File: config.mk
export PLATFORM = sky130hd
export DESIGN_NAME = hit_judge
export DESIGN_NICKNAME = d
export VERILOG_FILES = /design/src/rtl/game_pkg.sv /design/src/rtl/lane_judge.sv /design/src/rtl/hit_judge.sv
export SDC_FILE = /design/constraint.sdc
export NUM_CORES = 1
export LEC_CHECK = 0
export ABC_CLOCK_PERIOD_IN_PS = 3400
export CORE_ASPECT_RATIO = 1.2
export CORE_MARGIN = 1
export CORE_UTILIZATION = 40
export CTS_CLUSTER_SIZE = 16
export DETAILED_ROUTE_END_ITERATION = 7
export GPL_TIMING_DRIVEN = 1
export PLACE_DENSITY_LB_ADDON = 0.2
export SETUP_SLACK_MARGIN = 0.02
export SLEW_MARGIN = 30
export SYNTH_ARGS = -nofsm -noshare
export SYNTH_HDL_FRONTEND = slang
export SYNTH_SLANG_ARGS = --single-unit
File: constraint.sdc
create_clock -name CLK -period 3.4 [get_ports CLK]
set_clock_uncertainty 0.15 [all_clocks]
set_input_delay 1.02 -clock CLK [delete_from_list [all_inputs] [get_ports CLK]]
set_output_delay 1.02 -clock CLK [all_outputs]
set_load 0.02 [all_outputs]
File: src/rtl/game_pkg.sv
// Shared types and constants for the note-judging slice: lane width,
// per-lane and top-level state encodings, and the per-lane event bundle.
package game_pkg;

    localparam int LANE_W = 16;

    // Per-lane judge state: nothing at the judge row, a live note waiting
    // for a press, or a note already hit and waiting to scroll away.
    typedef enum logic [1:0] {
        LANE_IDLE  = 2'd0,
        LANE_ARMED = 2'd1,
        LANE_DONE  = 2'd2
    } lane_state_e;

    // Game-level state; OVER is only left through reset.
    typedef enum logic {
        TOP_PLAY = 1'b0,
        TOP_OVER = 1'b1
    } top_state_e;

    // Everything a lane reports to the scoring logic in one cycle.
    // pf is the point flag of the note currently at the judge row.
    typedef struct packed {
        logic hit;
        logic miss;
        logic stray;
        logic pf;
    } lane_event_t;

    // Score earned by one lane in one cycle: 1 per hit, plus the bonus
    // when the hit note carried a point marker.
    function automatic int unsigned note_points(input logic        hit,
                                                input logic        pf,
                                                input int unsigned bonus);
        if (!hit) begin
            return 0;
        end
        return pf ? (1 + bonus) : 1;
    endfunction

endpackage

File: src/rtl/lane_judge.sv
// One judged lane: button synchroniser and rising-edge detect, plus the
// IDLE/ARMED/DONE state machine that turns presses and lane shifts into
// hit, miss and stray-press events.
module lane_judge
    import game_pkg::*;
#(
    parameter int HIT_ROW = 0
) (
    input  logic              CLK,
    input  logic              RST,
    input  logic              enable,
    input  logic              shift,
    input  logic [LANE_W-1:0] line,
    input  logic [LANE_W-1:0] pnts,
    input  logic              btn,
    output lane_event_t       ev
);

    // The row just above the judge row becomes the judged note on a shift.
    localparam int NEXT_ROW = HIT_ROW + 1;

    logic        sync1_q;
    logic        sync2_q;
    logic        prev_q;
    logic        press;
    lane_state_e state_q;
    lane_state_e state_d;
    logic        pf_q;
    logic        pf_d;

    // Only the row feeding the judge row is observed; the rest of the
    // lane is consumed here so the whole bus is visibly accounted for.
    logic unused_lane_bits;
    assign unused_lane_bits = ^{line, pnts};

    // Two-flop synchroniser on the raw button, then a delayed copy for edge detect.
    always_ff @(posedge CLK or negedge RST) begin
        if (!RST) begin
            sync1_q <= 1'b0;
            sync2_q <= 1'b0;
            prev_q  <= 1'b0;
        end else begin
            // NOTE: non-blocking assignments make every flop sample the
            // pre-edge value, so this chain really is three stages deep.
            sync1_q <= btn;
            sync2_q <= sync1_q;
            prev_q  <= sync2_q;
        end
    end

    // A press is the single cycle where the synchronised level rises.
    assign press = sync2_q & ~prev_q;

    // Lane state and the latched point flag of the note at the judge row.
    always_ff @(posedge CLK or negedge RST) begin
        if (!RST) begin
            state_q <= LANE_IDLE;
            pf_q    <= 1'b0;
        end else begin
            state_q <= state_d;
            pf_q    <= pf_d;
        end
    end

    // Judge the press against the outgoing note first, then apply the shift.
    always_comb begin
        // NOTE: every output of this block gets a default first so no path
        // leaves it unassigned, which would otherwise infer a latch.
        state_d  = state_q;
        pf_d     = pf_q;
        ev.hit   = 1'b0;
        ev.miss  = 1'b0;
        ev.stray = 1'b0;
        ev.pf    = pf_q;

        if (enable) begin
            if (press) begin
                if (state_q == LANE_ARMED) begin
                    ev.hit = 1'b1;
                end else begin
                    ev.stray = 1'b1;
                end
            end

            // An armed note leaving unhit is a miss; a same-cycle press saves it.
            if (shift && (state_q == LANE_ARMED) && !press) begin
                ev.miss = 1'b1;
            end

            // A shift always re-arms from the incoming row, even out of DONE.
            if (shift) begin
                state_d = line[NEXT_ROW] ? LANE_ARMED : LANE_IDLE;
                pf_d    = pnts[NEXT_ROW];
            end else if (ev.hit) begin
                state_d = LANE_DONE;
            end
        end
    end

endmodule

File: src/rtl/hit_judge.sv
// Consumer end of the note-lane interface: two lane judges feed a shared
// scorer that keeps score, combo and lives, and a PLAY/OVER game FSM.
module hit_judge
    import game_pkg::*;
#(
    parameter int          HIT_ROW    = 0,
    parameter int          SCORE_W    = 12,
    parameter int          COMBO_W    = 8,
    parameter int          LIVES_W    = 2,
    parameter int          LIVES_INIT = 3,
    parameter int unsigned PNT_BONUS  = 4
) (
    input  logic               CLK,
    input  logic               RST,
    input  logic               SHIFT,
    input  logic [LANE_W-1:0]  LINE1,
    input  logic [LANE_W-1:0]  LINE2,
    input  logic [LANE_W-1:0]  PNTS1,
    input  logic [LANE_W-1:0]  PNTS2,
    input  logic               BTN1,
    input  logic               BTN2,
    output logic               HIT1,
    output logic               HIT2,
    output logic               MISS1,
    output logic               MISS2,
    output logic [SCORE_W-1:0] SCORE,
    output logic [COMBO_W-1:0] COMBO,
    output logic [LIVES_W-1:0] LIVES,
    output logic               GAME_OVER
);

    top_state_e         state_q;
    top_state_e         state_d;
    logic               playing;
    lane_event_t        ev1;
    lane_event_t        ev2;

    logic [SCORE_W:0]   score_sum;
    logic [SCORE_W-1:0] score_d;
    logic [1:0]         hit_cnt;
    logic [COMBO_W:0]   combo_sum;
    logic [COMBO_W-1:0] combo_d;
    logic [1:0]         miss_cnt;
    logic [LIVES_W+1:0] lives_ext;
    logic [LIVES_W+1:0] miss_ext;
    logic [LIVES_W-1:0] lives_d;

    logic               hit1_q;
    logic               hit2_q;
    logic               miss1_q;
    logic               miss2_q;
    logic [SCORE_W-1:0] score_q;
    logic [COMBO_W-1:0] combo_q;
    logic [LIVES_W-1:0] lives_q;

    // Lanes are frozen once the game is over, so they raise no events.
    assign playing = (state_q == TOP_PLAY);

    lane_judge #(
        .HIT_ROW (HIT_ROW)
    ) u_lane1 (
        .CLK    (CLK),
        .RST    (RST),
        .enable (playing),
        .shift  (SHIFT),
        .line   (LINE1),
        .pnts   (PNTS1),
        .btn    (BTN1),
        .ev     (ev1)
    );

    lane_judge #(
        .HIT_ROW (HIT_ROW)
    ) u_lane2 (
        .CLK    (CLK),
        .RST    (RST),
        .enable (playing),
        .shift  (SHIFT),
        .line   (LINE2),
        .pnts   (PNTS2),
        .btn    (BTN2),
        .ev     (ev2)
    );

    // Combine both lanes into next score, combo and lives values.
    always_comb begin
        score_sum = {1'b0, score_q}
                  + (SCORE_W+1)'(note_points(ev1.hit, ev1.pf, PNT_BONUS))
                  + (SCORE_W+1)'(note_points(ev2.hit, ev2.pf, PNT_BONUS));
        score_d   = score_sum[SCORE_W] ? '1 : score_sum[SCORE_W-1:0];

        hit_cnt   = {1'b0, ev1.hit} + {1'b0, ev2.hit};
        combo_sum = {1'b0, combo_q} + (COMBO_W+1)'(hit_cnt);
        // A miss or stray press on either lane breaks the chain, even if
        // the other lane scored a hit in the same cycle.
        if (ev1.miss || ev2.miss || ev1.stray || ev2.stray) begin
            combo_d = '0;
        end else begin
            combo_d = combo_sum[COMBO_W] ? '1 : combo_sum[COMBO_W-1:0];
        end

        miss_cnt  = {1'b0, ev1.miss} + {1'b0, ev2.miss};
        lives_ext = {2'b00, lives_q};
        miss_ext  = (LIVES_W+2)'(miss_cnt);
        lives_d   = (miss_ext >= lives_ext) ? '0 : LIVES_W'(lives_ext - miss_ext);
    end

    // Game state register.
    always_ff @(posedge CLK or negedge RST) begin
        if (!RST) begin
            state_q <= TOP_PLAY;
        end else begin
            state_q <= state_d;
        end
    end

    // Enter OVER on the edge where lives reach zero; stay until reset.
    always_comb begin
        state_d = state_q;
        case (state_q)
            TOP_PLAY: begin
                if (lives_d == '0) begin
                    state_d = TOP_OVER;
                end
            end
            TOP_OVER: begin
                state_d = TOP_OVER;
            end
            default: begin
                state_d = TOP_PLAY;
            end
        endcase
    end

    // Registered pulses and counters, all updated on the judging edge.
    always_ff @(posedge CLK or negedge RST) begin
        if (!RST) begin
            hit1_q  <= 1'b0;
            hit2_q  <= 1'b0;
            miss1_q <= 1'b0;
            miss2_q <= 1'b0;
            score_q <= '0;
            combo_q <= '0;
            lives_q <= LIVES_W'(LIVES_INIT);
        end else begin
            hit1_q  <= ev1.hit;
            hit2_q  <= ev2.hit;
            miss1_q <= ev1.miss;
            miss2_q <= ev2.miss;
            if (playing) begin
                score_q <= score_d;
                combo_q <= combo_d;
                lives_q <= lives_d;
            end
        end
    end

    assign HIT1      = hit1_q;
    assign HIT2      = hit2_q;
    assign MISS1     = miss1_q;
    assign MISS2     = miss2_q;
    assign SCORE     = score_q;
    assign COMBO     = combo_q;
    assign LIVES     = lives_q;
    assign GAME_OVER = (state_q == TOP_OVER);

endmodule

==> summary.txt <==
Run status
  – Status: finished clean

Power and ir drop
  – LEAKAGE: 1.12 nW
  – Peak supply drop: 0.307 mV
  – PwrDens: 484 nW/um2

Synth
  – Area share of the largest cell type after synthesis: 0.476
  – Largest family of logic cells by synthesized area: simple AND/OR/NAND/NOR gates
  – Asr flop ratio synth: 1.00
  – Synth area leader: dfrtp_1
  – Multiplexer share of the synthesized area: 0.0161
  – Simple-gate share of the synthesized area: 0.201
  – Synth cell types: 40
  – Area share of fa/ha/maj cells after synthesis: 0.0927
  – Ys Warns: 0
  – Compound-cell area share of the yosys netlist: 0.125
  – Syn Inst Count: 191
  – Xor-xnor portion of the synthesized cell area: 0.0180
  – Top post-synthesis cells by area: dfrtp_1 48%, nand2_1 6.0%, ha_1 5.1%, fa_1 4.1%, inv_1 3.1%
  – Post-Syn Area per Cell: 10.2 um2
  – Post-synth EDFFs: 0
  – Synthesis-stage register bit count: 39
  – Mapped Nets: 272
  – Register area share after synthesis: 0.503
  – List of most frequent post-synthesis cells: 37 x dfrtp_1, 31 x nand2_1, 16 x inv_1
  – Top-count cell post-synth: dfrtp_1
  – Primary FF master, synth: dfrtp_1
  – Syn Std Cell Area: 1940 um2

Clock network
  – Post-CTS resize count: 0
  – CTS Hold Bufs: 0
  – H-tree depth: 2
  – Clk Latency, worst-skew pair: 0.29 ns
  – Root buffer cell: clkbuf_8
  – CTS max path bufs: 2
  – Clock Pin Slew Worst Setup and Hold Paths: 0.07 ns
  – CTS tree: done
  – CTS buffer count: 5
  – Clk sink count: 39
  – Setup bufs post-CTS: 0

Routing
  – DRC viols: 0
  – Total wire length: 3.65 mm
  – Vias per cell: 5.06
  – Drt initial violations: 72
  – DR vias: 1494
  – TritonRoute pass-1 iters: 4
  – WL per Instance: 12.4 um
  – ANT nets after route: 0

Critical path
  – Top delay family on crit path: adder cells
  – Worst setup SP type: input port
  – Critical Path Fanout Max: 3
  – CP endpoint kind: flip-flop
  – Setup CP Type: in -> reg
  – Slowest CP cell: fa_1
  – CP Buf/Inv Count: 3
  – CP required: 3.43 ns
  – Worst EP arrival: 3.22 ns
  – CP peak stage delay: 0.51 ns
  – Critical Path, Cell by Cell: clkdlybuf4s50_1 > nand2_1 > or3_1 > ha_1 > ha_1 > inv_1 > fa_1 > inv_1 > o21ai_0 > nand2_1

Placement
  – I/O Buffers: 35
  – Final RePlAce weighted congestion: 0.770
  – Dpl cell area: 2390 um2
  – Post-placement worst setup slack: -0.0719 ns
  – Placed insts: 287
  – DP HPWL: 2.56 mm

Die
  – IO Pins: 96
  – Core Area: 4630 um2
  – Initial Util: 0.420
  – Die area: 5140 um2
  – Rows: 27
  – Die X: 65.6 um
  – Die height: 78.4 um

Cells and area
  – Area delta synth->final: 28.2%
  – Nets: 317
  – Ant. Diodes: 0
  – Final non-filler cell area: 2490 um2
  – Layout Cells excl Fill: 295
  – Share of cells above drive strength 1: 0.110

STA
  – RSZ-0062 raised after global routing: false
  – Period utilisation layout: 0.939
  – Final WS setup: 0.208 ns
  – Final setup viols: 0
  – Worst rel slew slack: 0.593
  – Final Hold Slack: 0.201 ns
  – Final count of pins violating max slew: 0
  – Final Hold Fails: 0
  – Final critical-path required period: 3.19 ns
  – Max Clock Freq: 313 MHz
  – Worst Tran Pin Value: 0.610 ns

Global routing
  – Gr ovfl total: 0
  – First-pass GRT wire length: 6.29 mm
  – Initial antenna violation count: 0
  – All-layer global routing usage: 0.162
  – Vias in the first global route: 1369
  – Largest net degree at the start of global routing: 40

Min path
  – Hold Crit Class: reg -> reg

Job
  – Max Cap Viol: 0
final timing paths:
path,cells after the start,start,to,slack [ns]
min in group asynchronous,1,RST,COMBO[4]$_DFFE_PN0N_,0.53
setup reg to reg,9,u_lane1.sync2_q$_DFF_PN0_,SCORE[8]$_DFFE_PN0N_,0.49
setup / recovery,10,SHIFT,GAME_OVER$_DFF_PN0_,0.21
hold reg to reg,0,u_lane1.sync1_q$_DFF_PN0_,u_lane1.sync2_q$_DFF_PN0_,0.20
hold / removal,0,u_lane1.sync1_q$_DFF_PN0_,u_lane1.sync2_q$_DFF_PN0_,0.20
max in group asynchronous,1,RST,SCORE[4]$_DFFE_PN0N_,2.21
power by group:
group | total, mW | leakage, nW | switching [mW] | internal, mW
sequential | 0.587 | 0.507 | 0.0513 | 0.536
combinational | 0.273 | 0.564 | 0.140 | 0.134
clock | 0.345 | 0.0505 | 0.160 | 0.184
total | 1.21 | 1.12 | 0.351 | 0.854
placed cells by master (no fill, tap or decap), types with 2 or more instances in the layout:
master,netlist,layout
o21ai_0,9,9
dfstp_2,2,2
fa_1,4,4
nor2_1,14,14
buf_4,0,7
nor3_1,4,4
and2_1,3,3
nor2b_1,3,3
o31ai_1,2,2
a21o_1,2,2
nand2b_1,2,2
o21ai_1,2,2
xnor2_1,4,4
nand4_1,2,2
inv_1,16,16
or3_1,2,2
a22o_1,3,3
nand2_1,31,31
nor3b_1,2,2
a31oi_1,4,4
mux2i_1,2,2
clkdlybuf4s50_1,0,34
nand2b_4,2,2
ha_1,8,8
a21oi_1,11,11
nand3_1,4,4
dfrtp_1,37,37
clkbuf_8,0,7
logic make-up after synthesis:
kind of cell | Yosys count
xor gates and xnor gates | 4
and+or+nand+nor | 76
muxes | 3
AOI/OAI and AO/OA | 37
buffers and inverters | 20
DFF | 39
adders and majority gates | 12
sequential cells by signal, summed over array words and instances (netlist names):
name and flops:
COMBO 8, GAME_OVER 1, HIT1 1, HIT2 1, LIVES 2, MISS1 1, MISS2 1, SCORE 12
u_lane1.pf_q 1, u_lane1.prev_q 1, u_lane1.state_q 2, u_lane1.sync1_q 1, u_lane1.sync2_q 1, u_lane2.pf_q 1, u_lane2.prev_q 1, u_lane2.state_q 2
u_lane2.sync1_q 1, u_lane2.sync2_q 1
final cells by class:
| type | count | area (um2) |
|---|---|---|
| fillers | 424 | 2140 |
| flip-flops and latches | 39 | 978 |
| multi-input cells | 132 | 881 |
| repair buffers | 41 | 393 |
| clock buffers | 7 | 96.3 |
| well taps | 58 | 72.6 |
| inverters | 17 | 63.8 |
| clock inverters | 1 | 7.51 |
per-layer routing:
| metal | GRT usage | wire (um) | vias to the layer above |
|---|---|---|---|
| met5 | 0 | 0 | - |
| met3 | 0.0334 | 148 | 10 |
| met2 | 0.246 | 1740 | 29 |
| met1 | 0.208 | 1650 | 722 |
| li1 | - | - | 733 |
| met4 | 0.100 | 108 | 0 |
stage by stage:
step | power [mW] | setup TNS (ns) | utilization
floorplan | 0.758 | 0 | -
global placement | 0.866 | -0.188 | 0.516
detailed placement | 0.875 | -0.141 | 0.516
CTS | 1.23 | 0 | 0.538
global route | 1.28 | 0 | 0.539
finish | 1.21 | 0 | 0.539
(Power assumes the default switching activity.)
